File: config.mk
export PLATFORM = sky130hd
export DESIGN_NAME = drive_cmd_uart_tx
export DESIGN_NICKNAME = d
export VERILOG_FILES = /design/src/rtl/drive_link_pkg.sv /design/src/rtl/baud_tick_gen.sv /design/src/rtl/drive_cmd_uart_tx.sv
export SDC_FILE = /design/constraint.sdc
export NUM_CORES = 1
export LEC_CHECK = 0
export CORE_MARGIN = 10
export CORE_UTILIZATION = 40
export DETAILED_ROUTE_END_ITERATION = 16
export DONT_BUFFER_PORTS = 1
export HOLD_SLACK_MARGIN = 0.15
export SETUP_SLACK_MARGIN = 0.05
export SYNTH_ARGS = -nofsm -noshare
export SYNTH_HDL_FRONTEND = slang
export SYNTH_SLANG_ARGS = --single-unit
File: constraint.sdc
create_clock -name clk -period 4.6 [get_ports clk]
set_input_delay 0.46 -clock clk [delete_from_list [all_inputs] [get_ports clk]]
set_output_delay 0.46 -clock clk [all_outputs]
set_load 0.05 [all_outputs]
File: src/rtl/drive_link_pkg.sv
// Shared definitions for the car-to-simulator command link: frame bit
// positions, frame tag and the transmitter state encoding.
package drive_link_pkg;

  localparam int FWD_BIT     = 0;
  localparam int BWD_BIT     = 1;
  localparam int LEFT_BIT    = 2;
  localparam int RIGHT_BIT   = 3;
  localparam int PLACE_BIT   = 4;
  localparam int DESTROY_BIT = 5;

  localparam logic [1:0] FRAME_TAG = 2'b01;

  typedef enum logic [1:0] {
    IDLE  = 2'd0,
    START = 2'd1,
    DATA  = 2'd2,
    STOP  = 2'd3
  } link_state_t;

  // Assemble a command byte from its individual fields.
  function automatic logic [7:0] pack_frame(input logic fwd, input logic bwd,
                                            input logic left, input logic right,
                                            input logic place, input logic destroy);
    logic [7:0] f;
    f              = '0;
    f[FWD_BIT]     = fwd;
    f[BWD_BIT]     = bwd;
    f[LEFT_BIT]    = left;
    f[RIGHT_BIT]   = right;
    f[PLACE_BIT]   = place;
    f[DESTROY_BIT] = destroy;
    f[7:6]         = FRAME_TAG;
    return f;
  endfunction

endpackage

File: src/rtl/baud_tick_gen.sv
// Free-running DIV-cycle counter; emits a one-clock tick at count DIV-1.
// A synchronous clear realigns the bit grid to the start of a frame.
module baud_tick_gen #(
  parameter int DIV = 10
) (
  input  logic clk,
  input  logic rst,
  input  logic clear,
  output logic tick
);

  localparam int CW = (DIV > 2) ? $clog2(DIV) : 1;
  localparam logic [CW-1:0] LAST = CW'(DIV - 1);

  logic [CW-1:0] cnt;

  assign tick = (cnt == LAST);

  // Count 0..DIV-1 and wrap; clear restarts the bit period at zero.
  always_ff @(posedge clk or posedge rst) begin
    if (rst)        cnt <= '0;
    else if (clear) cnt <= '0;
    else if (tick)  cnt <= '0;
    else            cnt <= cnt + CW'(1);
  end

endmodule

File: src/rtl/drive_cmd_uart_tx.sv
// 8N1 transmitter for the command link. Sends a frame when the level
// commands change, when a barrier request is pending, or on refresh.
//
// state | meaning
// IDLE  | line high, waiting for a send trigger
// START | start bit (tx=0) for one bit period
// DATA  | eight data bits, LSB first
// STOP  | stop bit (tx=1); frame_done in its last cycle
module drive_cmd_uart_tx
  import drive_link_pkg::*;
#(
  parameter int CLK_FREQ       = 100_000_000,
  parameter int BAUD           = 9600,
  parameter int REFRESH_CYCLES = 2_000_000
) (
  input  logic       clk,
  input  logic       rst,
  input  logic       move_forward,
  input  logic       move_backward,
  input  logic       turn_left,
  input  logic       turn_right,
  input  logic       place_barrier,
  input  logic       destroy_barrier,
  input  logic       enable,
  output logic       tx,
  output logic       busy,
  output logic       frame_done,
  output logic [7:0] last_frame
);

  localparam int DIV = CLK_FREQ / BAUD;
  localparam int RW  = $clog2(REFRESH_CYCLES);
  localparam logic [RW-1:0] REFRESH_LAST = RW'(REFRESH_CYCLES - 1);
  // Barrier bits are events handled by the sticky flags, so change
  // detection looks only at the tag and the level commands.
  localparam logic [7:0] LEVEL_MASK = ~((8'd1 << PLACE_BIT) | (8'd1 << DESTROY_BIT));

  link_state_t state, state_n;
  logic [2:0]    idx, idx_n;
  logic [7:0]    shift;
  logic [7:0]    candidate;
  logic [RW-1:0] refresh_cnt;
  logic          place_sticky, destroy_sticky;
  logic          tx_n, load, tick;
  logic          level_changed, refresh_due, trigger;

  baud_tick_gen #(.DIV(DIV)) u_baud (
    .clk   (clk),
    .rst   (rst),
    .clear (load),
    .tick  (tick)
  );

  assign candidate     = pack_frame(move_forward, move_backward, turn_left, turn_right,
                                    place_sticky, destroy_sticky);
  assign level_changed = ((candidate ^ last_frame) & LEVEL_MASK) != 8'h00;
  assign refresh_due   = (refresh_cnt == REFRESH_LAST);
  assign trigger       = enable & (level_changed | refresh_due | place_sticky | destroy_sticky);
  assign busy          = (state != IDLE);

  // Next state, bit index and next registered line value.
  always_comb begin
    state_n    = state;
    idx_n      = idx;
    tx_n       = 1'b1;
    load       = 1'b0;
    frame_done = 1'b0;
    case (state)
      IDLE: begin
        if (trigger) begin
          state_n = START;
          load    = 1'b1;
          tx_n    = 1'b0;
        end
      end
      START: begin
        tx_n = 1'b0;
        if (tick) begin
          state_n = DATA;
          idx_n   = 3'd0;
          tx_n    = shift[0];
        end
      end
      DATA: begin
        tx_n = shift[idx];
        if (tick) begin
          if (idx == 3'd7) begin
            state_n = STOP;
            tx_n    = 1'b1;
          end else begin
            idx_n = idx + 3'd1;
            tx_n  = shift[idx + 3'd1];
          end
        end
      end
      STOP: begin
        if (tick) begin
          state_n    = IDLE;
          frame_done = 1'b1;
        end
      end
      default: state_n = IDLE;
    endcase
  end

  // State, bit index and registered tx line.
  always_ff @(posedge clk or posedge rst) begin
    if (rst) begin
      state <= IDLE;
      idx   <= 3'd0;
      tx    <= 1'b1;
    end else begin
      state <= state_n;
      idx   <= idx_n;
      tx    <= tx_n;
    end
  end

  // Capture the frame byte at load so mid-frame input changes cannot corrupt it.
  always_ff @(posedge clk or posedge rst) begin
    if (rst) begin
      shift      <= 8'h00;
      last_frame <= 8'h00;
    end else if (load) begin
      shift      <= candidate;
      last_frame <= candidate;
    end
  end

  // Barrier requests stick until a frame carries them; a pulse in the load cycle re-arms.
  always_ff @(posedge clk or posedge rst) begin
    if (rst) begin
      place_sticky   <= 1'b0;
      destroy_sticky <= 1'b0;
    end else begin
      place_sticky   <= place_barrier   | (place_sticky   & ~load);
      destroy_sticky <= destroy_barrier | (destroy_sticky & ~load);
    end
  end

  // Refresh timer: saturating up-count while enabled, restarted by every load.
  always_ff @(posedge clk or posedge rst) begin
    if (rst)                  refresh_cnt <= '0;
    else if (!enable || load) refresh_cnt <= '0;
    else if (!refresh_due)    refresh_cnt <= refresh_cnt + RW'(1);
  end

endmodule

# After elaboration in Yosys (flattened, before gate mapping)
# Index checks and enable logic that the tools add are counted.
# Widths: inputs -> output; s select.
# word_totals
reg_bits,50
in_bits,9
output_inout_bits,11
elab_cells,71
# classes
n_addsub,3
magnitude_cmp,2
n_eq_ne,13
muxes,27
n_bitwise,10
n_reduce_logical,8
# op_table
operator,count
$mux 21,2
$mux 14,2
$add 21x1->21 const B,1
$eq 21x21->1 const B,1
$add 14x1->14 const B,1
$eq 14x14->1 const B,1
$ne 2x2->1 const B,6
$mux 1,10
$mux 2,5
$mux 3,3
$lt 3x4->1 const B,2
$pmux 2 s4,1
$reduce_bool 8->1,1
$xor 7x7->7,1
$bmux 1 s3,2
$pmux 3 s2,1
$or 1x1->1,5
$reduce_and 5->1,1
$eq 2x2->1 const B,2
$reduce_and 4->1,1
$reduce_bool 2->1,2
$add 3x1->3 const B,1
$and 1x1->1,3
$eq 3x3->1 const B,1
7 further kinds,7

# Depth between registers and ports, before layout
# depth
ltp_word,11
mapped_depth,8
ltp_nobuf,8

# Hierarchy
# A second synthesis with hierarchy kept.
# hier_totals
hier_cells,265
area_unflattened_um2,2753.9
# modules_own_cells
module,n_inst,cells_each,area_per_inst_um2,seq_area_each_um2
drive_cmd_uart_tx,1,196,2064.5,902.1
baud_tick_gen,1,69,689.4,350.3

# Worst setup path after synthesis
# No wires, ideal clock.
# synth_path
path_kind,reg-to-reg
startpoint,"reg, netlist name shift[1]"
endpoint,reg shift[0]
setup_time_ns,0.125
arrival_time_ns,1.975
t_required_ns,4.475
path_slack_ns,2.501
stages_incl_launch_ff,7
n_path_buf,1
period_less_slack_ns,2.099
path_cell_list,dfrtp_1 -> xor2_1 -> nor3_1 -> nand4_1 -> o211ai_1 -> buf_2 -> mux2_2
# synth_lines
item,line_no,text
to (signal assigned),drive_cmd_uart_tx.sv:125,shift <= candidate;
to (decl),drive_cmd_uart_tx.sv:40,logic [7:0] shift;

# Worst setup path after layout
# layout_path
startpoint,reg u_baud.cnt[0]
endpoint,out frame_done
# layout_via
elab_chain_len,3
# layout_lines
item,line_no,text
from (decl),baud_tick_gen.sv:15,logic [CW-1:0] cnt;
from (signal assigned),baud_tick_gen.sv:24,else cnt <= cnt + CW'(1);
$eq 14x14->1,baud_tick_gen.sv:17,assign tick = (cnt == LAST);
$mux 1,drive_cmd_uart_tx.sv:97,if (tick) begin
$mux 1,drive_cmd_uart_tx.sv:68,case (state)
to (decl),drive_cmd_uart_tx.sv:27,"output logic frame_done,"
# Every way passes these cells.

==> flow_metrics.py <==
metrics = {
    "global_routing": {
        "antenna_found_initial": 0,
        "grt_max_degree": 51,
        "grt_overflow": 0,
        "grt_pass1_wl_mm": 8.51,
        "grt_use_total_pct": 10.0,
        "grt_pass1_vias": 1824,
    },
    "sta": {
        "skew_ns": 0.00948,
        "slew_viol_final": 0,
        "tightest_slew_ns": 1.04,
        "tns_ns": 0,
        "fmaxAchievable_ghz": 0.387,
        "period_share_pct": 56.1,
        "setup_viol_count_final": 0,
        "slew_headroom_pct": 30.5,
        "rsz0062_at_grt": "false",
        "final_hold_viol_count": 0,
        "fin_crit_ns": 2.58,
    },
    "layout": {
        "fin_nets": 284,
        "regArea_um2": 1250,
        "diodes": 0,
        "fill_cells": 623,
        "post-route-cell-area_um2": 2830,
        "drive_gt1_share_pct": 8.27,
        "multi_input_area_um2": 1320,
        "area_growth_pct": 6.80,
    },
    "synthesis": {
        "synth_compound_area_share_pct": 4.96,
        "synthMuxAreaShare_pct": 6.71,
        "ys_ff_latch": 50,
        "synth_top_family_by_area": "simple AND/OR/NAND/NOR gates",
        "syn_area_um2": 2650,
        "synth_xor_area_share_pct": 11.9,
        "yosysSeqAreaShare_pct": 47.3,
        "synthAdderAreaFrac_pct": 4.25,
        "synthSimpleGateAreaFrac_pct": 21.8,
        "synth_warnings": 0,
        "syn_inst": 266,
        "syn_nets": 284,
        "yosysUniqueCellTypes": 39,
        "avgSynthCellArea_um2": 9.96,
    },
    "setup_path": {
        "worst_setup_path_start_kind": "flop",
        "end_kind": "output port",
        "crit_arrival_ns": 2.12,
        "required_ns": 4.14,
        "cp_max_fo": 8,
        "path_class": "reg -> out",
    },
    "placement": {
        "dpl_cell_area_um2": 2720,
        "io_buffers": 0,
        "gp_congestion": 0.759,
        "dp_hpwl_mm": 3.46,
    },
    "routing": {
        "drt-pass1-iter-count": 4,
        "drt-met1-wl_mm": 2.45,
        "wl_met3_um": 218,
        "ant_nets": 0,
        "wirelength_mm": 4.89,
        "wire_per_inst_um": 14.3,
        "initialDrtViolationCount": 53,
        "via_per_inst": 5.33,
        "met2_length_mm": 2.17,
        "top_layer_used": "met4",
        "vias": 1828,
        "drc": 0,
    },
    "power_and_ir_drop": {
        "switchingPower_uw": 162,
        "sw_frac_of_total_pct": 20.7,
        "p_int_uw": 620,
        "pwr-share-clk_pct": 40.6,
        "leakage_nw": 1.25,
        "powerDensity_nw_per_um2": 276,
        "pwr-share-seq_pct": 56.8,
        "irDropWorstVdd_mv": 0.204,
        "p_comb_share_pct": 2.5,
    },
    "clocking": {
        "root_buffer": "clkbuf_8",
        "clk_latency_ns": 0.30,
        "htreeDepth": 2,
        "cts_resized": 0,
        "post-cts-setup-buffers": 0,
        "clockBufferDepth": 2,
        "cts.sinks": 50,
        "cts_tree": "yes",
        "cts_hold_buf": 0,
        "path_clk_slew_ns": 0.09,
        "cts-buffers-inserted": 5,
    },
    "floorplanning": {
        "core_um2": 6390,
        "initial_core_util_pct": 41.5,
        "ios": 20,
        "die_h_um": 101,
        "fp.dieW_um": 101,
        "fp-row-count": 29,
        "die-area_um2": 10300,
    },
    "job": {
        "maxCapViolCount": 0,
    },
    "run_status": {
        "status": "completed",
    },
    "hold_path": {
        "hp-class": "in -> reg",
    },
}
-- area by class of cell --
class	count	share of cell area, %
Tap cell	77	3.41
Timing Repair Buffer	2	0.531
Sequential cell	50	44.3
Clock inverter	1	1.06
Inverter	9	1.19
Clock buffer	6	2.92
Multi-Input combinational cell	198	46.6
-- per-layer routing --
| metal | GRT usage, % | vias to the layer above |
|---|---|---|
| met1 | 13.5 | 897 |
| met4 | 2.57 | 0 |
| met3 | 3.06 | 4 |
| met2 | 15.3 | 28 |
| li1 | - | 899 |
| met5 | 0 | - |
-- worst max-delay path, cell delays in order, from the launching register on --
cell and delay [ns]:
dfrtp_1 0.37, ha_1 0.18, nand3_1 0.11, nor2_1 0.31, and3_1 0.35, and2_1 0.49
-- power by group through the flow --
stage	clock network, mW	registers (mW)	logic, mW
after floorplan	0	0.452	0.0173
after global placement	0	0.453	0.0209
after detailed placement	0	0.453	0.0211
after CTS	0.328	0.444	0.0212
after global routing	0.344	0.445	0.0231
final	0.317	0.444	0.0199
-- worst paths after layout --
| path | start | to | slack [ns] | depth (start not counted) |
|---|---|---|---|---|
| setup / recovery | u_baud.cnt[0] | frame_done | 2.02 | 5 |
| hold / removal | place_barrier | place_sticky | 0.24 | 1 |
| setup reg to reg | shift[3] | shift[1] | 2.29 | 6 |
| hold reg to reg | u_baud.cnt[0] | u_baud.cnt[0] | 0.46 | 1 |
| max in group asynchronous | rst | refresh_cnt[13] | 3.67 | 1 |
| min in group asynchronous | rst | u_baud.cnt[8] | 0.29 | 1 |
-- stage by stage --
step                      utilization [%]  std cells  setup WS, ns  hold WS, ns  total power [mW]
after floorplan                         -        266          2.50        0.424             0.470
after global placement               42.5        336          2.30        0.436             0.474
after detailed placement             42.5        336          2.29        0.443             0.474
after CTS                            44.3        343          2.00        0.237             0.793
after global routing                 44.3        343          1.87        0.233             0.812
final                                44.3        343          2.02        0.243             0.781
-- registers in the layout (all words and copies together) (netlist names) --
signal	cells
refresh_cnt	21
tx	1
u_baud.cnt	14
state	2
place_sticky	1
destroy_sticky	1
shift	7
idx	3
-- layout by cell type, fill, tap and decap left out, types with 2 or more instances in the layout --
cell,n
dfrtp_1,49
and2_1,3
mux2i_1,5
o21ai_0,7
xor2_1,19
mux4_2,2
and3_1,7
a21o_1,2
nor3b_1,2
nand3_1,14
a22o_1,3
nor3_1,6
and4_1,3
xnor2_1,17
clkbuf_8,6
nand2_1,17
nand4_1,10
nor4b_1,2
nand2b_1,2
buf_4,2
mux2_2,6
ha_1,9
nor2_1,49
inv_1,8
-- logic make-up after synthesis --
kind of cell | count (synthesis)
DFF | 50
other | 1
AOI/OAI and AO/OA | 20
buffers and inverters | 18
muxes | 14
adders and majority gates | 9
xor gates and xnor gates | 36
and+or+nand+nor | 118
-- synthesized netlist by cell type (all sizes together) --
master   n  area share (%)
a211o    1            0.33
a21boi   1            0.28
a21o     2            0.57
a21oi    1            0.19
a22o     3            0.99
a31oi    1            0.24
and2     3            0.71
and3     7             1.7
and4     3            0.99
buf      6             1.2
clkbuf   3            0.43
conb     1            0.14
dfrtp   49              46
dfstp    1            0.99
ha       9             4.3
inv      9             1.3
mux2     7             3.1
mux2i    5             1.9
mux4     2             1.7
nand2   17             2.4
nand2b   2            0.47
nand3   14             2.6
nand4   10             2.4
nor2    49             6.9
nor2b    1            0.24
nor3     6             1.1
nor3b    2            0.57
nor4     1            0.47
nor4b    3             1.2
o211ai   1            0.28
o21ai    8             1.5
o221ai   1            0.33
o22ai    1            0.24
xnor2   17             5.6
xor2    19             6.3
Power figures use the tool's default switching activity.
